`config.mk`:
```
export PLATFORM = sky130hd
export DESIGN_NAME = fir_coe_load_ctrl
export DESIGN_NICKNAME = d
export VERILOG_FILES = /design/src/rtl/fir_ctrl_pkg.sv /design/src/rtl/fir_coe_bank.sv /design/src/rtl/fir_coe_load_ctrl.sv
export SDC_FILE = /design/constraint.sdc
export NUM_CORES = 2
export LEC_CHECK = 0
export CAP_MARGIN = 10
export CORE_MARGIN = 4
export CORE_UTILIZATION = 55
export CTS_CLUSTER_SIZE = 12
export DETAILED_ROUTE_END_ITERATION = 6
export GPL_TIMING_DRIVEN = 0
export HOLD_SLACK_MARGIN = 0.02
export PLACE_DENSITY = 0.86
export SYNTH_ARGS = -nofsm -noshare
export SYNTH_HDL_FRONTEND = slang
export SYNTH_SLANG_ARGS = --single-unit
```
`constraint.sdc`:
```
create_clock -name clk -period 87.1 [get_ports clk]
set_input_delay 21.775 -clock clk [delete_from_list [all_inputs] [get_ports clk]]
set_output_delay 21.775 -clock clk [all_outputs]
set_load 0.01 [all_outputs]
```
`src/rtl/fir_ctrl_pkg.sv`:
```
// Shared state encoding, default sizing and width helper for the FIR
// coefficient load controller.
package fir_ctrl_pkg;

  localparam int unsigned COE_NUM_HALF_DEF = 26;
  localparam int unsigned COE_WDTH_DEF     = 29;
  localparam int unsigned SETTLE_CYC_DEF   = 6;
  localparam int unsigned SWAP_TMO_DEF     = 1023;

  typedef enum logic [1:0] {
    ST_IDLE      = 2'd0,
    ST_LOAD      = 2'd1,
    ST_WAIT_SWAP = 2'd2,
    ST_SETTLE    = 2'd3
  } state_t;

  // Width of a counter that must hold 0..max_val, never narrower than one bit.
  function automatic int unsigned cnt_width(input int unsigned max_val);
    return (max_val < 2) ? 1 : $clog2(max_val + 1);
  endfunction

endpackage

```
`src/rtl/fir_coe_bank.sv`:
```
// Double-buffered coefficient storage: beats fill the shadow bank one tap at a
// time, and a single swap strobe copies the whole shadow bank into the active one.
module fir_coe_bank
  import fir_ctrl_pkg::*;
#(
  parameter int unsigned COE_NUM_HALF = COE_NUM_HALF_DEF,
  parameter int unsigned COE_WDTH     = COE_WDTH_DEF,
  parameter int unsigned IDX_W        = cnt_width(COE_NUM_HALF - 1)
) (
  input  logic                             clk,
  input  logic                             rst,
  input  logic                             wr_en,
  input  logic [IDX_W-1:0]                 wr_idx,
  input  logic [COE_WDTH-1:0]              wr_data,
  input  logic                             swap,
  output logic [COE_NUM_HALF*COE_WDTH-1:0] coe_arr
);

  logic [COE_WDTH-1:0] shadow [COE_NUM_HALF];
  logic [COE_WDTH-1:0] active [COE_NUM_HALF];

  // NOTE: both banks are register arrays with an explicit reset, so a session
  // cut short by rst can never leave stale taps behind in either bank.
  always_ff @(posedge clk or posedge rst) begin
    if (rst) begin
      for (int k = 0; k < int'(COE_NUM_HALF); k++) begin
        shadow[k] <= '0;
        active[k] <= '0;
      end
    end else begin
      if (wr_en) begin
        shadow[wr_idx] <= wr_data;
      end
      if (swap) begin
        for (int k = 0; k < int'(COE_NUM_HALF); k++) begin
          active[k] <= shadow[k];
        end
      end
    end
  end

  for (genvar k = 0; k < COE_NUM_HALF; k++) begin : g_flat
    assign coe_arr[COE_WDTH*k +: COE_WDTH] = active[k];
  end

endmodule

```
`src/rtl/fir_coe_load_ctrl.sv`:
```
// Coefficient load controller: collects a full set of symmetric FIR taps, swaps
// them in during a sample gap (or after a timeout) and masks the FIR while it settles.
module fir_coe_load_ctrl
  import fir_ctrl_pkg::*;
#(
  parameter int unsigned COE_NUM_HALF = COE_NUM_HALF_DEF,
  parameter int unsigned COE_WDTH     = COE_WDTH_DEF,
  parameter int unsigned SETTLE_CYC   = SETTLE_CYC_DEF,
  parameter int unsigned SWAP_TMO     = SWAP_TMO_DEF
) (
  input  logic                             clk,
  input  logic                             rst,
  input  logic                             cfg_start,
  input  logic                             cfg_vld,
  input  logic [COE_WDTH-1:0]              cfg_data,
  output logic                             cfg_rdy,
  input  logic                             bypass_req,
  input  logic                             xvld,
  output logic [COE_NUM_HALF*COE_WDTH-1:0] coe_arr,
  output logic                             fir_bypass,
  output logic                             busy,
  output logic                             swap_done,
  output logic [1:0]                       err_flags
);

  localparam int unsigned IDX_W = cnt_width(COE_NUM_HALF - 1);
  localparam int unsigned TMO_W = cnt_width(SWAP_TMO);
  localparam int unsigned SET_W = cnt_width(SETTLE_CYC);

  localparam logic [IDX_W-1:0] BEAT_LAST = IDX_W'(COE_NUM_HALF - 1);
  localparam logic [TMO_W-1:0] TMO_LAST  = TMO_W'(SWAP_TMO - 1);
  localparam logic [SET_W-1:0] SET_LAST  = SET_W'(SETTLE_CYC - 1);

  state_t           state;
  state_t           state_nxt;
  logic [IDX_W-1:0] beat_cnt;
  logic [TMO_W-1:0] tmo_cnt;
  logic [SET_W-1:0] settle_cnt;
  logic             committed;

  logic open_sess;
  logic abort;
  logic beat_acc;
  logic do_swap;
  logic force_swap;
  logic settle_end;

  // NOTE: sequential state uses non-blocking assignments so every register
  // samples pre-edge values, independent of process ordering.
  always_ff @(posedge clk or posedge rst) begin
    if (rst) begin
      state <= ST_IDLE;
    end else begin
      state <= state_nxt;
    end
  end

  // NOTE: every output of this block gets a default first, so no path through
  // the case statement can leave a signal unassigned and infer a latch.
  always_comb begin
    state_nxt  = state;
    open_sess  = 1'b0;
    abort      = 1'b0;
    beat_acc   = 1'b0;
    do_swap    = 1'b0;
    force_swap = 1'b0;
    settle_end = 1'b0;
    unique case (state)
      ST_IDLE: begin
        if (cfg_start) begin
          open_sess = 1'b1;
          state_nxt = ST_LOAD;
        end
      end
      ST_LOAD: begin
        // A restart outranks a coincident beat, which is simply dropped.
        if (cfg_start) begin
          abort = 1'b1;
        end else if (cfg_vld) begin
          beat_acc = 1'b1;
          if (beat_cnt == BEAT_LAST) begin
            state_nxt = ST_WAIT_SWAP;
          end
        end
      end
      ST_WAIT_SWAP: begin
        if (cfg_start) begin
          abort     = 1'b1;
          state_nxt = ST_LOAD;
        end else if (!xvld) begin
          do_swap   = 1'b1;
          state_nxt = ST_SETTLE;
        end else if (tmo_cnt >= TMO_LAST) begin
          do_swap    = 1'b1;
          force_swap = 1'b1;
          state_nxt  = ST_SETTLE;
        end
      end
      ST_SETTLE: begin
        if (settle_cnt >= SET_LAST) begin
          settle_end = 1'b1;
          state_nxt  = ST_IDLE;
        end
      end
      default: begin
        state_nxt = ST_IDLE;
      end
    endcase
  end

  always_ff @(posedge clk or posedge rst) begin
    if (rst) begin
      beat_cnt   <= '0;
      tmo_cnt    <= '0;
      settle_cnt <= '0;
      committed  <= 1'b0;
      err_flags  <= '0;
      swap_done  <= 1'b0;
      fir_bypass <= 1'b1;
    end else begin
      swap_done <= settle_end;
      // Looks at the next state so the mask rises on the same edge the new
      // taps land and drops exactly when SETTLE is left.
      fir_bypass <= bypass_req | (state_nxt == ST_SETTLE) | ~committed;

      if (do_swap) begin
        committed <= 1'b1;
      end

      if (open_sess) begin
        err_flags <= '0;
      end else begin
        if (abort) begin
          err_flags[0] <= 1'b1;
        end
        if (force_swap) begin
          err_flags[1] <= 1'b1;
        end
      end

      if (open_sess || abort) begin
        beat_cnt <= '0;
      end else if (beat_acc && beat_cnt != BEAT_LAST) begin
        beat_cnt <= beat_cnt + 1'b1;
      end

      if (state != ST_WAIT_SWAP) begin
        tmo_cnt <= '0;
      end else if (xvld && tmo_cnt != TMO_LAST) begin
        tmo_cnt <= tmo_cnt + 1'b1;
      end

      if (do_swap) begin
        settle_cnt <= '0;
      end else if (state == ST_SETTLE && settle_cnt != SET_LAST) begin
        settle_cnt <= settle_cnt + 1'b1;
      end
    end
  end

  assign cfg_rdy = (state == ST_LOAD);
  assign busy    = (state != ST_IDLE);

  fir_coe_bank #(
    .COE_NUM_HALF (COE_NUM_HALF),
    .COE_WDTH     (COE_WDTH),
    .IDX_W        (IDX_W)
  ) u_bank (
    .clk     (clk),
    .rst     (rst),
    .wr_en   (beat_acc),
    .wr_idx  (beat_cnt),
    .wr_data (cfg_data),
    .swap    (do_swap),
    .coe_arr (coe_arr)
  );

endmodule
```
==> impl_metrics.env <==
export IMPL_crit_start="rst"
export IMPL_start_kind="input port"
export IMPL_clock_fmax_ghz=0.0409
export IMPL_syn_to_final_growth_pct=24.8
export IMPL_grt_remaining_overflow=0
export IMPL_path_cells="clkdlybuf4s50_1 -> inv_8 -> buf_16 -> buf_16 -> buf_16 -> buf_16"
export IMPL_portBuffers=794
export IMPL_placedCellCount=7216
export IMPL_hold_viol_final=0
export IMPL_cts_resized=0
export IMPL_h_tree_depth=4
export IMPL_post_drt_via_cell_ratio=5.76
export IMPL_cts_tree="done"
export IMPL_finClkSkew_ns=0.0196
export IMPL_syn_num_nets=5067
export IMPL_grt_pass1_wl_mm=290
export IMPL_syn_avg_cell_area_um2=11.6
export IMPL_drtIter0Drc=4349
export IMPL_vias=43000
export IMPL_total_power_mw=1.43
export IMPL_power_frac_comb_pct=4.8
export IMPL_cpLargestDelayFamily="buffers and inverters"
export IMPL_maxSlewHeadroom_pct=10.3
export IMPL_clock_latency_ns=0.77
export IMPL_fp_dieArea_um2=111000
export IMPL_crit_buf_inv=6
export IMPL_finalSetupViolations=0
export IMPL_grt_max_degree=137
export IMPL_crit_required_ns=87.92
export IMPL_leakage_nw=38.4
export IMPL_path_depth=6
export IMPL_ys_flop_type="dfrtp_1"
export IMPL_clockRootBuffer="clkbuf_16"
export IMPL_start_util_pct=55.4
export IMPL_rows=119
export IMPL_fin_tns_setup_ns=0
export IMPL_final_common_cell="nand2_1"
export IMPL_first_pass_iters=7
export IMPL_syn_area_um2=58400
export IMPL_status="finished with violations"
export IMPL_violations="DRC"
export IMPL_swShare_pct=23.4
export IMPL_cts_setup_buffers=0
export IMPL_reg2reg_depth=7
export IMPL_endpoint="u_bank.coe_arr[129]"
export IMPL_cts_buffers_inserted=153
export IMPL_hold_slack_ns=0.452
export IMPL_tightestPinTransition_ns=1.35
export IMPL_ys_ff_latch=1533
export IMPL_final_antenna_net_count=0
export IMPL_p_seq_share_pct=52.5
export IMPL_post_route_min_period_ns=24.47
export IMPL_synth_area_leaders="dfrtp_1 66%, nand2_1 15%, mux2_2 15%, buf_6 1.7%, buf_2 1.1%"
export IMPL_pwr_share_clk_pct=42.7
export IMPL_cp_common_cell="buf_16"
export IMPL_final_cell_mix="2,290 x nand2_1, 1,532 x dfrtp_1, 794 x clkdlybuf4s50_1, 754 x mux2_2, 155 x clkbuf_16"
export IMPL_gr_usage_all_layers_pct=35.4
export IMPL_synth_edf_count=0
export IMPL_nNetsFinal=6028
export IMPL_antenna_found_initial=14
export IMPL_gp_congestion=0.887
export IMPL_cts_sinks=1533
export IMPL_worstReg2RegEnd="u_bank.shadow[8]"
export IMPL_final_cells=7455
export IMPL_rsz0062_at_grt="no"
export IMPL_wl_mm=198
export IMPL_ff2ff_setup_slack_ns=84.15
export IMPL_hold_path_class="flop to flop"
export IMPL_die_x_um=334
export IMPL_die_height_um=334
export IMPL_intPower_mw=1.09
export IMPL_finalCritPeriodShare_pct=28.1
export IMPL_max_clock_path_buffers=3
export IMPL_crit_path_end_kind="asynchronous set/reset pin"
export IMPL_synthCells=5019
export IMPL_hpwl_mm=136
export IMPL_yosys_area_top_type="dfrtp_1"
export IMPL_hold_buffers=0
export IMPL_drive_gt1_share_pct=20.0
export IMPL_drc=9
export IMPL_critical_path_class="input port to asynchronous set/reset pin"
export IMPL_wl_per_cell_um=26.6
export IMPL_cap_violations=0
export IMPL_r2r_start="state[1]"
export IMPL_p_per_area_nw_per_um2=19.6
export IMPL_synth_warnings=0
export IMPL_crit_path_max_fanout=136
export IMPL_crit_slowest_cell="buf_16"
export IMPL_final_core_util_pct=69.1
export IMPL_critPathMaxStageDelay_ns=0.51
export IMPL_ir_worst_vdd_mv=0.0151
export IMPL_arrival_ns=25.29
export IMPL_yosysTopAreaCellShare_pct=65.6
export IMPL_core_um2=105000
export IMPL_ys_seq_area_share_pct=65.7
export IMPL_p_switching_mw=0.333
export IMPL_grt_pass1_vias=44800
export IMPL_synth_cell_types=45
export IMPL_slew_violations=0
export IMPL_postSynth_asyncResetShare_pct=100
export IMPL_path_clk_slew_ns=0.06
export IMPL_num_io_pins=795
[cells by family (layout without fill, tap and decap cells)]
kind of cell,Yosys count,after routing,synth area share (%)
flip-flops,1533,1533,65.7
adder cells (fa/ha/maj),13,13,0.278
XOR/XNOR,9,9,0.135
multiplexers,754,754,14.5
AO/OA/AOI/OAI,35,35,0.403
AND/OR/NAND/NOR,2352,2352,15.3
other,0,13,0
buffers and inverters,323,1355,3.69
[flip-flops by register name (all words and copies together), names as in the netlist]
register and count:
u_bank.shadow 754, u_bank.coe_arr 754, beat_cnt 5, fir_bypass 1
swap_done 1, err_flags 2, state 2, tmo_cnt 10
settle_cnt 3, committed 1
[how the worst min path moves through the flow]
stage,cells past startpoint,end,slack [ns],start
2_1_floorplan,1,committed,0.43,committed
3_3_place_gp,2,u_bank.coe_arr[237],0.44,u_bank.shadow[498]
3_5_place_dp,2,u_bank.coe_arr[549],0.44,u_bank.shadow[230]
4_1_cts,2,u_bank.coe_arr[253],0.45,u_bank.shadow[514]
5_1_grt,2,u_bank.coe_arr[253],0.47,u_bank.shadow[514]
6_report,2,u_bank.coe_arr[282],0.45,u_bank.shadow[485]
[final cells by class]
class                           count  area, µm²
Inverter                           13       56.3
Buffer                            310       2110
Clock inverter                     24        267
Multi-Input combinational cell   3163      17900
Antenna cell                       13       32.5
Fill cell                        6978      32500
Tap cell                         1391       1740
Sequential cell                  1533      38400
Clock buffer                      202       4150
Timing Repair Buffer              806       8280
[power groups by stage]
| stage | combinational [mW] | clock (mW) | sequential [mW] |
|---|---|---|---|
| final | 0.0681 | 0.610 | 0.749 |
| after detailed placement | 0.0674 | 0 | 0.760 |
| after floorplan | 0.0416 | 0 | 0.758 |
| after CTS | 0.0683 | 0.612 | 0.748 |
| after global routing | 0.0737 | 0.641 | 0.750 |
| after global placement | 0.0630 | 0 | 0.762 |
[worst reg2reg max path, stage by stage, from the launching register on]
cell	delay, ns
dfrtp_1	0.40
inv_1	0.14
ha_1	0.27
nand4b_1	0.31
nor2_1	0.63
buf_2	0.38
buf_2	0.31
mux2_2	0.38
[metrics by stage]
step / area [µm²] / setup WS (ns)
floorplan: 58400 / 22.08
global placement: 68100 / 7.42
detailed placement: 68400 / 61.80
CTS: 72900 / 62.60
global route: 72900 / 62.27
finish: 72900 / 62.63
[synth_stat cells (2+ instances only)]
cell and count:
inv_1 13, nand2b_1 3, a21o_1 3, nor3_1 5
and2_1 6, or3_1 2, a211oi_1 2, clkbuf_1 59
nand2_1 2290, xnor2_1 3, mux2_2 754, nand3b_1 2
nor2_1 26, nand4b_1 2, ha_1 13, o21ai_0 5
nand3_1 4, buf_6 90, buf_2 134, xor2_1 6
a21oi_1 13, dfrtp_1 1532, nor3b_1 4, o22ai_1 2
buf_4 26
[routing by layer]
metal | share of wire [%] | GRT usage (%) | vias to the layer above
met5 | 0.0091 | 0 | -
met4 | 7.7 | 23.5 | 4
met3 | 9.0 | 9.24 | 687
met2 | 47 | 56.1 | 2363
met1 | 37 | 43.2 | 22100
li1 | - | - | 17900
Power figures use the tool's default switching activity.
